File: src/rtl/multi_blink.sv
// Multi-channel LED blinker: per-channel period counter with OFF/TOGGLE/PULSE/PWM drive.
// Optional global counter restart port `sync` exists when MULTI_BLINK_SYNC_EN is defined.
module multi_blink #(
  parameter int unsigned N_CH  = 4,
  parameter int unsigned CNT_W = 25
) (
  input  logic                  CLK,
  input  logic                  NRST,
  input  logic [N_CH-1:0]       en,
  input  logic [2*N_CH-1:0]     mode,
  input  logic [N_CH*CNT_W-1:0] period,
  input  logic [N_CH*CNT_W-1:0] duty,
`ifdef MULTI_BLINK_SYNC_EN
  input  logic                  sync,
`endif
  output logic [N_CH-1:0]       led,
  output logic [N_CH-1:0]       tick
);

  typedef enum logic [1:0] {
    M_OFF    = 2'b00,
    M_TOGGLE = 2'b01,
    M_PULSE  = 2'b10,
    M_PWM    = 2'b11
  } mode_e;

  for (genvar g = 0; g < N_CH; g++) begin : g_ch
    logic [CNT_W-1:0] p, d;
    mode_e            m;
    logic             wrap;
    logic [CNT_W-1:0] cnt_q, cnt_d;
    logic             tgl_q, tgl_d;
    logic             led_q, led_d;
    logic             tick_q, tick_d;

    assign p    = period[g*CNT_W +: CNT_W];
    assign d    = duty[g*CNT_W +: CNT_W];
    assign m    = mode_e'(mode[2*g +: 2]);
    // >= rather than == so a period shrunk below the current count wraps at once
    assign wrap = (cnt_q >= p - CNT_W'(1));

    always_comb begin
      cnt_d  = '0;
      tgl_d  = 1'b0;
      led_d  = 1'b0;
      tick_d = 1'b0;
`ifdef MULTI_BLINK_SYNC_EN
      if (en[g] && (p != '0) && !sync) begin
`else
      if (en[g] && (p != '0)) begin
`endif
        cnt_d  = wrap ? '0 : cnt_q + CNT_W'(1);
        tick_d = wrap;
        unique case (m)
          M_OFF: begin
            tgl_d = 1'b0;
            led_d = 1'b0;
          end
          M_TOGGLE: begin
            // led tracks tgl, so entering TOGGLE (tgl cleared elsewhere) starts with led=0
            tgl_d = wrap ? ~tgl_q : tgl_q;
            led_d = wrap ? ~tgl_q : tgl_q;
          end
          M_PULSE: begin
            tgl_d = 1'b0;
            led_d = wrap;
          end
          M_PWM: begin
            tgl_d = 1'b0;
            led_d = (cnt_d < d);
          end
          default: begin
            tgl_d = 1'b0;
            led_d = 1'b0;
          end
        endcase
      end
    end

    always_ff @(posedge CLK or negedge NRST) begin
      if (!NRST) begin
        cnt_q  <= '0;
        tgl_q  <= 1'b0;
        led_q  <= 1'b0;
        tick_q <= 1'b0;
      end else begin
        cnt_q  <= cnt_d;
        tgl_q  <= tgl_d;
        led_q  <= led_d;
        tick_q <= tick_d;
      end
    end

    assign led[g]  = led_q;
    assign tick[g] = tick_q;
  end

endmodule
File: config.mk
export PLATFORM = sky130hd
export DESIGN_NAME = multi_blink
export DESIGN_NICKNAME = d
export VERILOG_FILES = /design/src/rtl/multi_blink.sv
export SDC_FILE = /design/constraint.sdc
export NUM_CORES = 1
export LEC_CHECK = 0
export BUFFER_PORTS_ARGS = -buffer_cell sky130_fd_sc_hd__buf_2
export CAP_MARGIN = 10
export CORE_MARGIN = 2
export CORE_UTILIZATION = 55
export CTS_CLUSTER_SIZE = 24
export DETAILED_ROUTE_END_ITERATION = 10
export PLACE_DENSITY = 0.82
export SYNTH_ARGS = -nofsm -noshare
export SYNTH_HDL_FRONTEND = slang
export SYNTH_SLANG_ARGS = --single-unit
File: constraint.sdc
create_clock -name CLK -period 4.91 [get_ports CLK]
set_input_delay 0.982 -clock CLK [delete_from_list [all_inputs] [get_ports CLK]]
set_output_delay 0.982 -clock CLK [all_outputs]
set_load 0.01 [all_outputs]
==> results of run 1 <==
==> worst reg2reg max path: cells and delay by family (launching register included) <==
kind	cells	cell delay, ps
simple gates	3	470
buf+inv	1	180
flops	1	420
fa+ha+maj	2	540
compound gates	12	2540
==> registers in the layout, indices dropped and copies added, names as in the netlist <==
register     cells
g_ch.tgl_q       4
g_ch.tick_q      4
g_ch.led_q       4
g_ch.cnt_q     100
==> final timing paths <==
check / to / start / slack [ps]
worst max-delay path: g_ch[3].led_q / period[78] / -660
worst min-delay path: g_ch[2].cnt_q[5] / NRST / 470
worst max register to register: g_ch[2].led_q / g_ch[2].cnt_q[6] / 700
worst min register to register: g_ch[2].cnt_q[0] / g_ch[2].cnt_q[0] / 540
max in group asynchronous: g_ch[3].cnt_q[17] / NRST / 3460
min in group CLK: g_ch[2].cnt_q[0] / g_ch[2].cnt_q[0] / 540
==> per-stage QoR <==
stage	hold slack [ps]	power (mW)	worst slack (ps)
6_report	465	2.33	-662
5_1_grt	467	2.45	-926
4_1_cts	460	2.32	-679
3_5_place_dp	531	1.46	-1290
3_3_place_gp	525	1.44	-1120
2_1_floorplan	480	1.18	-914
==> report_power, final <==
| group | internal (mW) | switching (mW) | total, mW |
|---|---|---|---|
| clock network | 0.472 | 0.384 | 0.856 |
| registers | 0.931 | 0.0139 | 0.945 |
| logic | 0.260 | 0.272 | 0.532 |
| total | 1.66 | 0.670 | 2.33 |
==> per-layer routing <==
| metal | GRT usage [%] | vias up | wire (um) |
|---|---|---|---|
| met3 | 3.49 | 69 | 1610 |
| met4 | 11.0 | 2 | 1030 |
| met5 | 0 | - | 13 |
| li1 | - | 5989 | - |
| met2 | 49.8 | 368 | 16900 |
| met1 | 36.2 | 5713 | 14800 |
==> synthesized netlist by cell type (4+ instances only) <==
library cell  instances
ha_1                204
nor3_1              129
nand3_1              54
a21oi_1              53
or4_1                 9
and4_1                6
nand4_1              40
nor2_1              202
nor2b_1              16
nand2b_1             14
buf_2                 4
nand2_1              70
a21o_1               26
inv_1               127
nor4_1               28
xor2_1               66
and2_1                5
clkbuf_1             28
o21ai_0              45
or3_1                18
a211oi_1             12
or2_2                 4
a211o_1               4
dfrtp_1             112
and3_1               22
buf_4                 8
xnor2_1             118
o211ai_1              8
==> kinds of logic after synthesis <==
family	Yosys count	synth area share [%]
flip-flops	112	23.5
AND/OR/NAND/NOR	628	25.8
buffers and inverters	171	5.86
AO/OA/AOI/OAI	181	9.99
XOR/XNOR	184	13.5
adder cells (fa/ha/maj)	204	21.4
==> layout make-up <==
class	instances	area [um^2]	share of cell area, %
repair buffers	422	2780	17.5
diodes	5	12.5	0.0787
well taps	275	344	2.16
inverters	127	487	3.06
multi-input cells	1198	9140	57.5
clock buffers	10	239	1.50
clock inverters	6	97.6	0.614
flip-flops and latches	112	2800	17.6
==> what timing repair did <==
| item | 4_1_cts | 5_1_grt |
|---|---|---|
| cloned | 1 | 3 |
| hold buffers | 0 | 0 |
| gates resized for setup | 43 | 84 |
| buffers inserted | 6 | 10 |
| pin swaps | 43 | 66 |
| endpoints found under the setup margin | 4 | 4 |
==> flow_metrics.env, run 1 <==
export IMPL_yosysTopAreaCell="dfrtp_1"
export IMPL_hold_viol_final=0
export IMPL_place_congestion=0.935
export IMPL_crit_family="simple AND/OR/NAND/NOR gates"
export IMPL_layout_setup_ws_ps=-662
export IMPL_place_port_buffers=221
export IMPL_max_stage_delay_ps=550
export IMPL_status="complete, but fails checks"
export IMPL_p_leak_nw=8.08
export IMPL_cts_sinks=112
export IMPL_syn2layout_area_growth_pct=33.3
export IMPL_start_kind="input port"
export IMPL_ctsHtreeMaxLevel=3
export IMPL_clockBufferDepth=2
export IMPL_yosysSeqAreaShare_pct=23.5
export IMPL_drive_gt1_share_pct=29.9
export IMPL_dp_cells=2114
export IMPL_start_util_pct=56.4
export IMPL_violations="negative setup slack"
export IMPL_drc=0
export IMPL_cp_slowest_cell="or4_4"
export IMPL_yosysUniqueCellTypes=56
export IMPL_final_setup_skew_ps=11.6
export IMPL_drtPass1Iterations=5
export IMPL_slew_headroom_pct=52.1
export IMPL_die_h_um=151
export IMPL_cts_root_buffer="clkbuf_16"
export IMPL_slew_viol_final=0
export IMPL_grt_usage_pct=28.6
export IMPL_netlist_instances=1480
export IMPL_synth_top_flop_cell="dfrtp_1"
export IMPL_ys_ff_latch=112
export IMPL_grt_max_degree=52
export IMPL_fin_crit_sh_pct=113
export IMPL_yosys_top_cells_area="dfrtp_1 (23%), ha_1 (21%), xnor2_1 (8.7%)"
export IMPL_post_drt_wl_per_cell_um=15.9
export IMPL_final_util_pct=75.2
export IMPL_die_area_um2=22900
export IMPL_grt_pass1_vias=11800
export IMPL_syn_nets=1898
export IMPL_crit_path_end_kind="flop"
export IMPL_synth_top_area_share_pct=23.5
export IMPL_hold_path_class="input port to async pin"
export IMPL_final_cell_area_um2=15900
export IMPL_drtIter0Drc=597
export IMPL_coreArea_um2=21200
export IMPL_syn_area_um2=11900
export IMPL_overflow=0
export IMPL_synth_edf_count=0
export IMPL_fin_nets=2288
export IMPL_clk_pin_slew_worst_paths_ps=80
export IMPL_placed_cell_area_um2=14800
export IMPL_power_density_nw_per_um2=147
export IMPL_viasPerCell=5.63
export IMPL_antenna_found_initial=6
export IMPL_synth_warnings=0
export IMPL_path_class="input port to flop"
export IMPL_cp_depth=21
export IMPL_setup_tns_ps=-1820
export IMPL_std_cell_rows=53
export IMPL_cts_tree="done"
export IMPL_required_ps=5190
export IMPL_setup_viol=3
export IMPL_tightest_slew_ps=718
export IMPL_rr_worst_depth=18
export IMPL_crit_path_max_fanout=5
export IMPL_layout_common_cells="buf_2 (218), ha_1 (196), nor2_1 (184), buf_4 (182), inv_1 (125)"
export IMPL_drv_cap=0
export IMPL_cts_buffers=9
export IMPL_dp_hpwl_um=25900
export IMPL_syn_avg_cell_area_um2=8.06
export IMPL_cp_num_buf_inv=1
export IMPL_wirelength_um=34300
export IMPL_clk_latency_ps=360
export IMPL_max_freq_mhz=179
export IMPL_fp_dieW_um=151
export IMPL_async_reset_ff_share_pct=100
export IMPL_fill_cells=1499
export IMPL_rsz0062_at_grt="yes"
export IMPL_ant_nets=0
export IMPL_fin_cells=2155
export IMPL_grt_pass1_wl_um=53300
export IMPL_io_pins=222
export IMPL_ir_drop_uv=167
export IMPL_crit_chain="buf_2 > or4_4 > or4_4 > or3_4 > nor3_1 > xnor2_1 > ha_1 > nand4_1 > nor3_2 > nor4b_4 > a21o_2 > nor2_1 > ha_1 > a21oi_2 > nor2_1 > a211oi_2 > o21ai_1 > or3_4 > a2111oi_2 > o211ai_1 > a211oi_1"
export IMPL_min_period_ps=5570
export IMPL_crit_arrival_ps=5850
export IMPL_num_vias=12100
export IMPL_mostFrequentLayoutCell="buf_2"
Note: power is estimated with default switching activity, not from simulation.
==> run 2, diff against run 1 <==
--- a/config.mk
+++ b/config.mk
@@ -12,6 +12,7 @@
 export CTS_CLUSTER_SIZE = 24
 export DETAILED_ROUTE_END_ITERATION = 10
 export PLACE_DENSITY = 0.82
+export SETUP_SLACK_MARGIN = 0.5
 export SYNTH_ARGS = -nofsm -noshare
 export SYNTH_HDL_FRONTEND = slang
 export SYNTH_SLANG_ARGS = --single-unit
==> flow_metrics.env, run 2 (synthesized netlist as in run 1, its figures left out) <==
export IMPL_die_area_um2=22900
export IMPL_fp_dieW_um=151
export IMPL_hold_path_class="input port to async pin"
export IMPL_internal_power_mw=1.66
export IMPL_timing_rr_start="g_ch[2].cnt_q[6]"
export IMPL_io_pins=222
export IMPL_path_class="input port to flop"
export IMPL_ant_nets=0
export IMPL_post_drt_wl_per_cell_um=15.9
export IMPL_drtIter0Drc=577
export IMPL_status="complete, but fails checks"
export IMPL_cts_root_buffer="clkbuf_16"
export IMPL_rsz0062_at_grt="yes"
export IMPL_antenna_found_initial=6
export IMPL_power_net_switching_mw=0.671
export IMPL_post_place_ws_ps=-1290
export IMPL_crit_path_max_fanout=4
export IMPL_drive_gt1_share_pct=30.5
export IMPL_slew_headroom_pct=52.8
export IMPL_grt_usage_pct=28.7
export IMPL_drtPass1Iterations=5
export IMPL_power_frac_comb_pct=23.0
export IMPL_fin_crit_sh_pct=113
export IMPL_grt_max_degree=52
export IMPL_cts_buffers=9
export IMPL_place_port_buffers=221
export IMPL_top_register="g_ch.cnt_q"
export IMPL_layout_common_cells="buf_2 (216), ha_1 (196), buf_4 (184), nor2_1 (183), inv_1 (125)"
export IMPL_start_kind="input port"
export IMPL_startpoint="period[2]"
export IMPL_crit_arrival_ps=5820
export IMPL_clk_latency_ps=370
export IMPL_ctsHtreeMaxLevel=3
export IMPL_p_leak_nw=8.13
export IMPL_grt_pass1_wl_um=53400
export IMPL_final_util_pct=75.7
export IMPL_drc=0
export IMPL_largest_register_ff_count=100
export IMPL_min_period_ps=5550
export IMPL_start_util_pct=56.4
export IMPL_grt_pass1_vias=11800
export IMPL_power_density_nw_per_um2=146
export IMPL_hold_viol_final=0
export IMPL_place_congestion=0.935
export IMPL_num_vias=12200
export IMPL_crit_path_end_kind="flop"
export IMPL_cts_tree="done"
export IMPL_std_cell_rows=53
export IMPL_netSwitchingFraction_pct=28.7
export IMPL_required_ps=5180
export IMPL_pwr_share_clk_pct=36.6
export IMPL_sequentialPowerShare_pct=40.5
export IMPL_slew_viol_final=0
export IMPL_max_freq_mhz=180
export IMPL_dp_hpwl_um=25900
export IMPL_viasPerCell=5.64
export IMPL_fin_cells=2159
export IMPL_tightest_slew_ps=708
export IMPL_overflow=0
export IMPL_dp_cells=2114
export IMPL_cts_sinks=112
export IMPL_ir_drop_uv=168
export IMPL_wirelength_um=34400
export IMPL_die_h_um=151
export IMPL_final_setup_skew_ps=12.5
export IMPL_mostFrequentLayoutCell="buf_2"
export IMPL_layout_setup_ws_ps=-645
export IMPL_drv_cap=0
export IMPL_clockBufferDepth=2
export IMPL_setup_viol=3
export IMPL_coreArea_um2=21200
export IMPL_violations="negative setup slack"
export IMPL_fin_nets=2292
export IMPL_clk_pin_slew_worst_paths_ps=80
export IMPL_syn2layout_area_growth_pct=34.2
export IMPL_cts_hold_buf=0
[run 2: cell types whose count changed in the layout (fill, tap and decap cells not counted), moves of 2 or more]
cell     previous run  this run
a21oi_1            45        43
o21ai_1            18        16
buf_2             218       216
nor3_4              4         6
buf_4             182       184
a21oi_2             8        10
o21ai_0            26        28
nor3_1            118       115
buf_6              15        19
[run 2: metrics by stage]
step	hold WS, ps	instance area (um^2)	setup TNS [ps]	power [mW]
after floorplan	480	12200	-2190	1.18
after global placement	525	14800	-3320	1.44
after detailed placement	531	14800	-3940	1.46
after CTS	460	15400	-1580	2.32
after global routing	467	16000	-2600	2.45
final	465	16000	-1760	2.34
[run 2: path summary, 6_finish.rpt]
check / cells after the start / slack [ps] / to
min reg2reg: 1 / 540 / g_ch[2].cnt_q[0]
min in group CLK: 1 / 540 / g_ch[2].cnt_q[0]
max in group asynchronous: 2 / 3480 / g_ch[3].cnt_q[17]
max: 25 / -640 / g_ch[0].led_q
max reg2reg: 18 / 700 / g_ch[2].led_q
min: 1 / 470 / g_ch[2].cnt_q[5]
[run 2: layout make-up]
class | count | area, um^2
multi-input combinational | 1198 | 9190
fill | 1468 | 5150
timing repair buffer | 426 | 2830
sequential | 112 | 2800
inverter | 127 | 487
tap | 275 | 344
clock buffer | 10 | 239
clock inverter | 6 | 97.6
antenna | 5 | 12.5
[run 2: critical path, cell delays in order]
cell,delay (ps)
buf_2,110
nor2_2,120
nand3_1,100
or3_1,330
or3_4,340
nand2b_4,170
nor2b_4,140
nand2_1,70
xor2_1,160
ha_1,300
nand4_1,190
or3_4,460
nor2_2,130
a211o_1,150
buf_6,130
nor2_4,40
ha_4,250
a21o_1,150
a21oi_1,110
a21oi_1,80
o21a_1,180
o21a_1,200
or4_4,520
a31o_4,220
a311oi_2,180
[run 2: repair_timing]
action	in CTS	in global routing
gates cloned	1	3
pin swaps	43	70
resized for setup	50	90
buffers inserted	6	14
setup endpoints to repair	5	23
[run 2: power groups by stage]
stage	sequential, mW	combinational [mW]	clock, mW
2_1_floorplan	0.959	0.225	0
3_3_place_gp	0.963	0.476	0
3_5_place_dp	0.964	0.495	0
4_1_cts	0.945	0.509	0.866
5_1_grt	0.947	0.595	0.910
6_report	0.945	0.536	0.855
[run 2: metal layers]
| metal | track usage, % | routed length, um |
|---|---|---|
| met4 | 11.3 | 1120 |
| met3 | 3.46 | 1640 |
| met5 | 0 | 13 |
| met1 | 36.4 | 14800 |
| met2 | 49.8 | 16900 |
==> run 3, diff against run 2 <==
--- a/config.mk
+++ b/config.mk
@@ -12,6 +12,7 @@
 export CTS_CLUSTER_SIZE = 24
 export DETAILED_ROUTE_END_ITERATION = 10
 export PLACE_DENSITY = 0.82
+export RECOVER_POWER = 25
 export SETUP_SLACK_MARGIN = 0.5
 export SYNTH_ARGS = -nofsm -noshare
 export SYNTH_HDL_FRONTEND = slang
==> flow_metrics.env, run 3 (synthesized netlist as in run 1, its figures left out) <==
export IMPL_sequentialPowerShare_pct=40.5
export IMPL_min_period_ps=5550
export IMPL_post_drt_wl_per_cell_um=15.9
export IMPL_netSwitchingFraction_pct=28.8
export IMPL_crit_arrival_ps=5820
export IMPL_rr_worst_depth=18
export IMPL_start_kind="input port"
export IMPL_coreArea_um2=21200
export IMPL_overflow=0
export IMPL_setup_viol=3
export IMPL_status="complete, but fails checks"
export IMPL_reg2reg_slack_ps=700
export IMPL_final_cell_area_um2=16000
export IMPL_clockBufferDepth=2
export IMPL_ant_nets=0
export IMPL_hold_depth=1
export IMPL_required_ps=5180
export IMPL_cts_hold_buf=0
export IMPL_crit_path_max_fanout=4
export IMPL_syn2layout_area_growth_pct=34.1
export IMPL_final_setup_skew_ps=12.5
export IMPL_grt_pass1_vias=11800
export IMPL_startpoint="period[2]"
export IMPL_power_density_nw_per_um2=146
export IMPL_r2r_end="g_ch[2].led_q"
export IMPL_ir_drop_uv=168
export IMPL_drv_cap=1
export IMPL_grt_pass1_wl_um=53400
export IMPL_ctsHtreeMaxLevel=3
export IMPL_cts_tree="done"
export IMPL_layout_setup_ws_ps=-645
export IMPL_slew_headroom_pct=-76.2
export IMPL_drive_gt1_share_pct=30.4
export IMPL_clk_pin_slew_worst_paths_ps=80
export IMPL_cts_sinks=112
export IMPL_post_place_ws_ps=-1290
export IMPL_total_power_mw=2.34
export IMPL_max_freq_mhz=180
export IMPL_fin_crit_sh_pct=113
export IMPL_crit_path_end_kind="flop"
export IMPL_antenna_found_initial=6
export IMPL_setup_tns_ps=-1760
export IMPL_place_congestion=0.935
export IMPL_die_h_um=151
export IMPL_grt_max_degree=52
export IMPL_wirelength_um=34400
export IMPL_mostFrequentLayoutCell="buf_2"
export IMPL_hold_viol_final=0
export IMPL_violations="max-capacitance violations, max-slew violations, negative setup slack"
export IMPL_die_area_um2=22900
export IMPL_start_util_pct=56.4
export IMPL_largest_register_ff_count=100
export IMPL_num_vias=12200
export IMPL_placed_cell_area_um2=14800
export IMPL_dp_hpwl_um=25900
export IMPL_cts_buffers=9
export IMPL_drc=0
export IMPL_pwr_share_clk_pct=36.6
export IMPL_layout_common_cells="buf_2 (216), ha_1 (196), nor2_1 (183), buf_4 (182), inv_1 (125)"
export IMPL_p_leak_nw=8.12
export IMPL_rsz0062_at_grt="yes"
export IMPL_tightest_slew_ps=2640
export IMPL_io_pins=222
export IMPL_crit_path_end="g_ch[0].led_q"
export IMPL_path_class="input port to flop"
export IMPL_fin_nets=2292
export IMPL_grt_usage_pct=28.7
export IMPL_final_util_pct=75.6
export IMPL_place_port_buffers=221
export IMPL_viasPerCell=5.64
export IMPL_slew_viol_final=49
export IMPL_internal_power_mw=1.66
export IMPL_clk_latency_ps=370
export IMPL_cts_root_buffer="clkbuf_16"
export IMPL_power_frac_comb_pct=22.9
export IMPL_fp_dieW_um=151
export IMPL_drtIter0Drc=577
export IMPL_power_net_switching_mw=0.672
export IMPL_drtPass1Iterations=5
export IMPL_std_cell_rows=53
export IMPL_top_register="g_ch.cnt_q"
export IMPL_timing_rr_start="g_ch[2].cnt_q[6]"
export IMPL_hold_path_class="flop to flop"
==> run 3: critical path, stage by stage <==
cell	delay (ps)
buf_2	110
nor2_2	120
nand3_1	100
or3_1	330
or3_4	340
nand2b_4	170
nor2b_4	140
nand2_1	70
xor2_1	160
ha_1	300
nand4_1	190
or3_4	460
nor2_2	130
a211o_1	150
buf_6	130
nor2_4	40
ha_4	250
a21o_1	150
a21oi_1	110
a21oi_1	80
o21a_1	180
o21a_1	200
or4_4	520
a31o_4	220
a311oi_2	180
==> run 3: layer usage <==
layer / part of all wire [%] / GRT usage, % / routed length [um]
met1: 43 / 36.4 / 14800
met5: 0.038 / 0 / 13
met2: 49 / 49.8 / 16900
met4: 3.3 / 11.3 / 1120
met3: 4.7 / 3.46 / 1610
==> run 3: what timing repair did <==
action | 4_1_cts | 5_1_grt
setup buffers | 6 | 14
endpoints found under the setup margin | 5 | 23
cloned | 1 | 3
pin swaps | 43 | 70
gates resized for setup | 50 | 90
==> run 3: area by class of cell <==
class / instances / area [um^2]
Clock inverter: 6 / 97.6
Timing Repair Buffer: 426 / 2820
Sequential cell: 112 / 2800
Fill cell: 1469 / 5150
Clock buffer: 10 / 239
Antenna cell: 5 / 12.5
Tap cell: 275 / 344
Multi-Input combinational cell: 1198 / 9190
Inverter: 127 / 487
==> run 3: power by group through the flow <==
stage	logic, mW	registers (mW)	clock network [mW]
3_5_place_dp	0.495	0.964	0
2_1_floorplan	0.225	0.959	0
4_1_cts	0.509	0.945	0.866
3_3_place_gp	0.476	0.963	0
6_report	0.536	0.945	0.855
5_1_grt	0.594	0.947	0.910
==> run 3: stage by stage <==
stage / cells / hold WS, ps
detailed placement: 2114 / 531
floorplan: 1480 / 480
global placement: 2114 / 525
global route: 2159 / 568
finish: 2159 / 541
CTS: 2137 / 460
==> run 3: worst min path at each step <==
stage / start / end / slack [ps]
after floorplan: g_ch[2].cnt_q[0] / g_ch[2].cnt_q[0] / 480
after global placement: g_ch[2].cnt_q[0] / g_ch[2].cnt_q[0] / 530
after detailed placement: g_ch[2].cnt_q[0] / g_ch[2].cnt_q[0] / 530
after CTS: NRST / g_ch[2].cnt_q[5] / 460
after global routing: g_ch[2].cnt_q[0] / g_ch[2].cnt_q[0] / 570
final: g_ch[2].cnt_q[0] / g_ch[2].cnt_q[0] / 540
